$ cat config.mk
export PLATFORM = sky130hd
export DESIGN_NAME = keypad_scanner_flat
export DESIGN_NICKNAME = d
export VERILOG_FILES = /design/src/rtl/keypad_scanner_pkg.sv /design/src/rtl/keypad_scanner_if.sv /design/src/rtl/keypad_scanner_sync_2ff.sv /design/src/rtl/keypad_scanner.sv /design/src/flat_wrapper.sv
export SDC_FILE = /design/constraint.sdc
export NUM_CORES = 1
export LEC_CHECK = 0
export CORE_UTILIZATION = 53
export CTS_BUF_LIST = sky130_fd_sc_hd__clkbuf_4 sky130_fd_sc_hd__clkbuf_8
export DETAILED_ROUTE_END_ITERATION = 8
export GPL_TIMING_DRIVEN = 0
export PLACE_DENSITY = 0.86
export SKIP_CTS_REPAIR_TIMING = 1
export SYNTH_ARGS = -nofsm -noshare
export SYNTH_HDL_FRONTEND = slang
export SYNTH_SLANG_ARGS = --single-unit
$ cat constraint.sdc
create_clock -name clk -period 1.7 [get_ports clk]
set_input_delay 0.255 -clock clk [delete_from_list [all_inputs] [get_ports clk]]
set_output_delay 0.255 -clock clk [all_outputs]
set_load 0.005 [all_outputs]
$ cat src/rtl/keypad_scanner_pkg.sv
// Shared types and constants for the 4x4 hex keypad scanner.
// The key map and column drive helper live here so the debouncer side can reuse them.
package keypad_pkg;

  typedef enum logic [1:0] {
    SCAN = 2'b01,
    HOLD = 2'b10
  } state_t;

  // KEYMAP[row][col]; '*' reads as E and '#' as F
  localparam logic [3:0] KEYMAP [4][4] = '{
    '{4'h1, 4'h2, 4'h3, 4'hA},
    '{4'h4, 4'h5, 4'h6, 4'hB},
    '{4'h7, 4'h8, 4'h9, 4'hC},
    '{4'hE, 4'h0, 4'hF, 4'hD}
  };

  function automatic logic [3:0] onehot_low_col(input logic [1:0] idx);
    return ~(4'b0001 << idx);
  endfunction

endpackage

$ cat src/rtl/keypad_scanner_if.sv
// Keypad-side and key-output signals of the scanner, bundled as one interface.
// master = the scanner; slave = the keypad matrix plus the downstream debouncer.
interface keypad_scanner_if;
  logic [3:0] rows;
  logic [3:0] cols;
  logic [3:0] key_code;
  logic       key_pressed;

  modport master (
    input  rows,
    output cols,
    output key_code,
    output key_pressed
  );

  modport slave (
    output rows,
    input  cols,
    input  key_code,
    input  key_pressed
  );
endinterface

$ cat src/rtl/keypad_scanner_sync_2ff.sv
// Two-flop synchroniser for asynchronous level inputs, parameterised width and reset value.
module sync_2ff #(
  parameter int               WIDTH   = 4,
  parameter logic [WIDTH-1:0] RST_VAL = '1
) (
  input  logic             clk,
  input  logic             reset,
  input  logic [WIDTH-1:0] d,
  output logic [WIDTH-1:0] q
);

  logic [WIDTH-1:0] sync_p0;
  logic [WIDTH-1:0] sync_p1;

  // stage 0 may go metastable; stage 1 is the first usable value
  always_ff @(posedge clk or negedge reset) begin
    if (!reset) begin
      sync_p0 <= RST_VAL;
      sync_p1 <= RST_VAL;
    end else begin
      sync_p0 <= d;
      sync_p1 <= sync_p0;
    end
  end

  assign q = sync_p1;

endmodule

$ cat src/rtl/keypad_scanner.sv
// 4x4 keypad column scanner that locks onto one key at a time.
// Optional build macro KEYPAD_MULTI_REJECT_EN: ignore SCAN ticks with two or more rows low.
module keypad_scanner
  import keypad_pkg::*;
#(
  parameter int SCAN_DIV = 48000
) (
  input  logic              clk,
  input  logic              reset,
  keypad_scanner_if.master  kp
);

  localparam int CNT_W = (SCAN_DIV > 1) ? $clog2(SCAN_DIV) : 1;

  logic [CNT_W-1:0] cnt;
  logic             tick;
  logic [3:0]       rs;

  state_t     state, state_nxt;
  logic [1:0] col_idx, col_nxt;
  logic [1:0] lock_row, row_nxt;
  logic [3:0] key_code_q, code_nxt;
  logic       reject;

  logic [3:0] cols_o;
  logic       key_pressed_o;

  function automatic logic [1:0] low_idx(input logic [3:0] v);
    logic [1:0] idx;
    idx = 2'd0;
    for (int i = 3; i >= 0; i--)
      if (!v[i]) idx = 2'(i);
    return idx;
  endfunction

  sync_2ff #(
    .WIDTH   (4),
    .RST_VAL (4'b1111)
  ) u_rows_sync (
    .clk   (clk),
    .reset (reset),
    .d     (kp.rows),
    .q     (rs)
  );

  // Columns only ever change on a tick, when the counter wraps anyway, so one
  // free-running counter also gives the restart-on-column-change behaviour.
  always_ff @(posedge clk or negedge reset) begin
    if (!reset) cnt <= '0;
    else if (tick) cnt <= '0;
    else cnt <= cnt + 1'b1;
  end

  assign tick = (cnt == CNT_W'(SCAN_DIV - 1));

`ifdef KEYPAD_MULTI_REJECT_EN
  logic [3:0] lows;
  assign lows   = ~rs;
  assign reject = ((lows & (lows - 4'd1)) != 4'd0);
`else
  assign reject = 1'b0;
`endif

  always_ff @(posedge clk or negedge reset) begin
    if (!reset) begin
      state      <= SCAN;
      col_idx    <= 2'd0;
      lock_row   <= 2'd0;
      key_code_q <= 4'h0;
    end else begin
      state      <= state_nxt;
      col_idx    <= col_nxt;
      lock_row   <= row_nxt;
      key_code_q <= code_nxt;
    end
  end

  always_comb begin
    state_nxt = state;
    col_nxt   = col_idx;
    row_nxt   = lock_row;
    code_nxt  = key_code_q;
    case (state)
      SCAN: begin
        if (tick) begin
          if (rs == 4'b1111 || reject) begin
            col_nxt = col_idx + 2'd1;
          end else begin
            row_nxt   = low_idx(rs);
            code_nxt  = KEYMAP[low_idx(rs)][col_idx];
            state_nxt = HOLD;
          end
        end
      end
      HOLD: begin
        // only the locked row matters; ghosts and rollover are ignored here
        if (tick && rs[lock_row]) begin
          state_nxt = SCAN;
          col_nxt   = col_idx + 2'd1;
        end
      end
      default: begin
        state_nxt = SCAN;
        col_nxt   = 2'd0;
        row_nxt   = 2'd0;
        code_nxt  = 4'h0;
      end
    endcase
  end

  always_comb begin
    cols_o        = onehot_low_col(col_idx);
    key_pressed_o = (state == HOLD);
  end

  assign kp.cols        = cols_o;
  assign kp.key_pressed = key_pressed_o;
  assign kp.key_code    = key_code_q;

endmodule

$ cat src/flat_wrapper.sv
// flat-port wrapper written by rule: the top's interface ports become plain ports
module keypad_scanner_flat import keypad_pkg::*;
#(
  parameter int SCAN_DIV = 48000
)
  (clk, reset, kp_rows, kp_cols, kp_key_code, kp_key_pressed);
  keypad_scanner_if kp_i ();
  input  logic clk;
  input  logic reset;
  input wire logic [$bits(kp_i.rows)-1:0] kp_rows;
  output wire logic [$bits(kp_i.cols)-1:0] kp_cols;
  output wire logic [$bits(kp_i.key_code)-1:0] kp_key_code;
  output wire logic [$bits(kp_i.key_pressed)-1:0] kp_key_pressed;
  assign kp_i.rows = kp_rows;
  assign kp_cols = kp_i.cols;
  assign kp_key_code = kp_i.key_code;
  assign kp_key_pressed = kp_i.key_pressed;
  keypad_scanner #(.SCAN_DIV(SCAN_DIV)) u_core (.clk(clk), .reset(reset), .kp(kp_i));
endmodule
-- Yosys cells after proc, flatten, opt, wreduce, memory -nomap -nowiden
Index checks and enable logic that the tools add are counted.
- bits in registers: 34
- logic and storage cells: 57
- output and inout port bits: 9
- input bits: 6
- multiplexer cells: 28
- bitwise logic cells: 4
- $lt $le $gt $ge: 3
- equal/unequal tests: 8
- reductions and logical operators: 4
- add/subtract/negate cells: 2
- shift operators: 1
- operators with widths (operator ; number):
    two-way mux 16 bit ; 3
    binary-select mux 16 bit (select 2 bit) ; 1
    two-way mux 2 bit ; 13
    adder 16 x 1 -> 16 bit (second input constant) ; 1
    == test 16 bit (second input constant) ; 1
    two-way mux 4 bit ; 4
    one-hot mux 2 bit (2 select lines) ; 3
    AND reduction 3 bit ; 3
    binary-select mux 4 bit (select 2 bit) ; 1
    one-hot mux 4 bit (2 select lines) ; 1
    greater-or-equal comparator 3 bit (second input constant) ; 2
    inequality test 2 x 1 -> 1 bit (second input constant) ; 3
    NOT 2 -> 3 bit ; 2
    == test 4 bit (second input constant) ; 1
    NOT 4 bit ; 1
    << shifter 1 x 2 -> 4 bit (first input constant) ; 1
    < comparator 2 x 3 -> 1 bit (second input constant) ; 1
    adder 2 x 1 -> 2 bit (second input constant) ; 1
    binary-select mux 1 bit (select 2 bit) ; 1
    == test 2 x 1 -> 1 bit (second input constant) ; 1
    == test 2 bit (second input constant) ; 1
    inequality test 2 bit (second input constant) ; 1
    logical AND 1 bit ; 1
    two-way mux 1 bit ; 1
    NOT 1 bit ; 1

-- Logic depth before layout (Yosys ltp)
- word-level depth: 17
- gate-level depth with buffers: 7

-- Modules after synthesis
Synthesis repeated with hierarchy kept, for this count alone.
- cells, all modules: 170
- area total of the unflattened synthesis: 1714.1 um^2
- by module, submodules not included (module ; cells each ; seq. area each (um^2) ; area each (um^2) ; times used):
    keypad_scanner ; 162 ; 651.9 ; 1503.9 ; 1
    sync_2ff ; 8 ; 210.2 ; 210.2 ; 1

-- Least setup slack after synthesis
No wires, ideal clock.
- path type: register -> register
- start point: register u_core.cnt[10]
- end point: register u_core.key_code_q[1] (netlist: u_core.kp.key_code[1])
- period minus slack after synthesis: 1.785 ns
- slack: -0.085 ns
- data arrival time: 1.719 ns
- buffers on the path: 0
- cell stages (with the launch flop): 6
- setup time: 0.066 ns
- required time: 1.634 ns
- cell sequence: dfrtp_1 nand4b_1 or4_1 or4_4 nor3_2 a31o_1
- cells in the longest elaborated chain, start to end: 3
- RTL lines (element ; line ; RTL):
    from (decl) ; keypad_scanner.sv:15 ; logic [CNT_W-1:0] cnt;
    from (signal assigned) ; keypad_scanner.sv:51 ; else cnt <= cnt + 1'b1;
    == test 16 bit ; keypad_scanner.sv:54 ; assign tick = (cnt == CNT_W'(SCAN_DIV - 1));
    inequality test 2 x 1 -> 1 bit (no line) ; -- ;
    AND reduction 3 bit (no line) ; -- ;
    to (signal assigned) ; keypad_scanner.sv:74 ; key_code_q <= code_nxt;
    to (decl) ; keypad_scanner.sv:22 ; logic [3:0] key_code_q, code_nxt;
No other way between the ends.
A chain may end at the register's enable or synchronous reset.

-- Worst setup path after layout
- start point: register u_core.cnt[1]
- end point: register u_core.col_idx[0]
- cells in the longest elaborated chain, start to end: 4
- elaborated cells on any way between the ends: 5
- RTL lines (element ; line ; RTL):
    == test 16 bit (*) ; keypad_scanner.sv:54 ;
    logical AND 1 bit ; keypad_scanner.sv:97 ; if (tick && rs[lock_row]) begin
    inequality test 2 x 1 -> 1 bit (no line) ; -- ;
    AND reduction 3 bit (no line) (*) ; -- ;
    to (signal assigned) ; keypad_scanner.sv:72 ; col_idx <= col_nxt;
    to (decl) ; keypad_scanner.sv:20 ; logic [1:0] col_idx, col_nxt;
Every way passes the cells marked *; elsewhere a longest branch is shown, timed or not.

==> run summary <==
Global Route Usage Sum: 0.2513
fraction of layout cells with a size suffix above 1: 0.2594
top_reg_cell synth: dfrtp_1
worst r2r src: u_core.cnt[1]
fin crit period: 1.973 ns
metal3 WL: 216 um
via count: 1456
CTS root buf: clkbuf_4
RSZ-0062 raised after global routing: yes
antenna cells: 0
Layout Skew: 0.02193 ns
worst ir drop on vdd: 0.4836 mV
vias per inst: 5.688
Fill cells: 241
initial antenna violation count: 0
Post-Syn Area: 1748 sq um
hold endpoint: u_core.u_rows_sync.sync_p0[3]
placed instance area: 1941 sq um
CP startpoint kind: register
Post-synth ARST share: 1.000
r2r setup slk: -0.27 ns
Routed Antenna Nets: 0
Avg Cell Area, Syn: 9.875 sq um
Worst R2R Path Depth: 6
Met1 Wirelength: 1.671 mm
Post-synth EDFFs: 0
CTS tree: yes
Leak Pwr: 0.9702 nW
pre-CTS setup slack: -0.2371 ns
Met2 Wirelength: 2.221 mm
fmax: 506.8 MHz
Slew Viols, Final: 0
multi-input logic area: 875.8 sq um
die area: 3531 sq um
sequential share of the synthesized area: 0.4932
core box area: 3103 sq um
Die Y: 59.43 um
final RePlAce weighted congestion: 0.9563
slew at the pin closest to its max-slew limit: 0.7456 ns
critical path endpoint category: register
number of synthesized register bits: 34
gr ovfl total: 0
Critical Path RT: 1.93 ns
internal power: 1.155 mW
CTS Buf Count: 5
Seq. cell area: 867.1 sq um
max cap viols: 0
reg-to-reg endpoint: u_core.col_idx[0]
largest net degree at the start of global routing: 35
# IOs: 15
H-tree levels: 2
outcome: finished with violations
Yosys cell types: 42
cell count after synthesis: 177
vias in the first global route: 1371
first-pass GRT wire length: 6.272 mm
placed wire-length estimate: 2.491 mm
Sw Ratio: 0.2298
first-pass detailed-route iteration total: 4
Final Cell Area: 2212 sq um
1st-iter DRT viols: 101
wire per inst: 16.39 um
CP Class: reg -> reg
# DRC: 0
Worst-Skew Late Latency: 0.36 ns
worst setup margin: -0.2732 ns
# rows: 20
Crit Path Max Fanout: 4
Clk pwr share: 0.410
combinational share of power: 0.033
clock slew at reported path FFs: 0.12 ns
NetSw: 344.5 uW
hold_sp: kp_rows[3]
Area Overhead vs Synth: 26.56%
Final Hold Fails: 0
Hold Crit Depth: 1
Worst Hold Class: in -> reg
crit path DAT: 2.21 ns
clock sink total: 34
highest routed metal layer: met4
Net Count, Synth: 190
final setup fails: 12
Flop pwr share: 0.558
die extent in x: 59.43 um
max_slew headroom: 0.5030
failing checks: negative setup slack
fin crit share: 1.161
Yosys warning total: 0
Port Buf Inserts: 14
pwr dens: 677.7 nW/um^2
DRT Wirelength: 4.195 mm
Initial Utilization: 0.5633
Final nets: 224
Clock Tree Buf Depth: 2
cell usage in the layout (no fill, tap or decap), types with 3 or more instances in the layout:
master	n
o21ai_1	5
a31o_1	6
nand3_1	7
buf_4	13
dfrtp_2	4
o21ai_0	7
nand4b_1	3
nand2_1	22
ha_1	6
a21oi_1	3
dfrtp_1	21
nor3_1	3
xor2_1	5
inv_1	10
nor2_1	15
clkbuf_4	5
dfstp_2	9
dlymetal6s2s_1	5
clkdlybuf4s50_1	8
a21o_1	3
xnor2_1	6
sequential cells by signal (all words and copies together), names as in the netlist:
name	cells
u_core.col_idx	2
u_core.kp.key_code	4
u_core.u_rows_sync.q	4
u_core.lock_row	2
u_core.cnt	16
u_core.u_rows_sync.sync_p0	4
u_core.state	2
cells by family after synthesis:
logic type	synth area share
multiplexers	0.03078
flip-flops	0.4932
adder cells (fa/ha/maj)	0.05011
buffers and inverters	0.03865
XOR/XNOR	0.05512
AND/OR/NAND/NOR	0.2133
AO/OA/AOI/OAI	0.1188
area by class of cell:
type,instances,area share
clock inverters,3,0.02036
flip-flops and latches,34,0.3920
multi-input cells,126,0.3959
inverters,12,0.02036
clock buffers,5,0.01697
well taps,44,0.02489
plain buffers,5,0.01584
repair buffers,27,0.1137
worst max-delay path: stages, from the launching register on:
cell     delay, ns
dfrtp_1       0.45
ha_4          0.19
nand4_1       0.15
nor4_4        0.38
a21oi_2       0.13
a21o_1        0.22
mux2_4        0.31
power by group through the flow:
stage / sequential (mW) / clock, mW / combinational, mW
after CTS: 0.836 / 0.618 / 0.0466
final: 0.836 / 0.614 / 0.0487
after floorplan: 0.847 / 0 / 0.0168
after global placement: 0.849 / 0 / 0.0455
after global routing: 0.838 / 0.661 / 0.0555
after detailed placement: 0.850 / 0 / 0.0461
layer usage:
layer / up-vias / GRT usage
met1: 716 / 0.3122
met4: 0 / 0.1190
li1: 681 / -
met2: 49 / 0.3997
met3: 10 / 0.07642
met5: - / 0
how the worst max path moves through the flow:
stage                      startpoint                    end  slack [ns]
finish                  u_core.cnt[1]      u_core.col_idx[0]       -0.27
global route            u_core.cnt[1]      u_core.col_idx[0]       -0.29
CTS                 u_core.col_idx[0]             kp_cols[2]       -0.52
detailed placement      u_core.cnt[0]      u_core.col_idx[0]       -0.24
global placement                reset          u_core.cnt[0]       -0.22
floorplan              u_core.cnt[10]  u_core.kp.key_code[1]       -0.04
through the flow:
step           utilization  instances  hold slack, ns   TNS, ns  total power, mW
3_3_place_gp        0.6270        235          0.3459    -6.876           0.8946
6_report            0.7129        256          0.2833    -1.949            1.499
2_1_floorplan            -        177        -0.04059  -0.03861           0.8642
3_5_place_dp        0.6254        235          0.3497    -2.890           0.8965
5_1_grt             0.7129        256          0.2951    -2.517            1.554
4_1_cts             0.6520        243        -0.03146    -5.130            1.500
Yosys cell counts (all sizes together) (2+ instances only):
| library cell | count | area [sq um] |
|---|---|---|
| a21oi | 5 | 25.02 |
| a31o | 6 | 52.55 |
| nand2 | 22 | 82.58 |
| or4 | 2 | 18.77 |
| nand2b | 2 | 12.51 |
| nand4b | 3 | 26.28 |
| o31ai | 2 | 15.01 |
| dfstp | 9 | 236.5 |
| nand3 | 9 | 45.04 |
| xnor2 | 6 | 52.55 |
| xor2 | 5 | 43.79 |
| nand4 | 2 | 12.51 |
| nor4 | 2 | 18.77 |
| buf | 2 | 11.26 |
| mux2i | 2 | 20.02 |
| ha | 7 | 87.58 |
| and3 | 2 | 12.51 |
| nor3 | 4 | 25.02 |
| nor2 | 15 | 56.30 |
| o21ai | 14 | 70.06 |
| a21o | 3 | 22.52 |
| clkbuf | 3 | 11.26 |
| dfrtp | 25 | 625.6 |
| inv | 12 | 45.04 |
No activity file was read; power rests on OpenSTA's default activity.
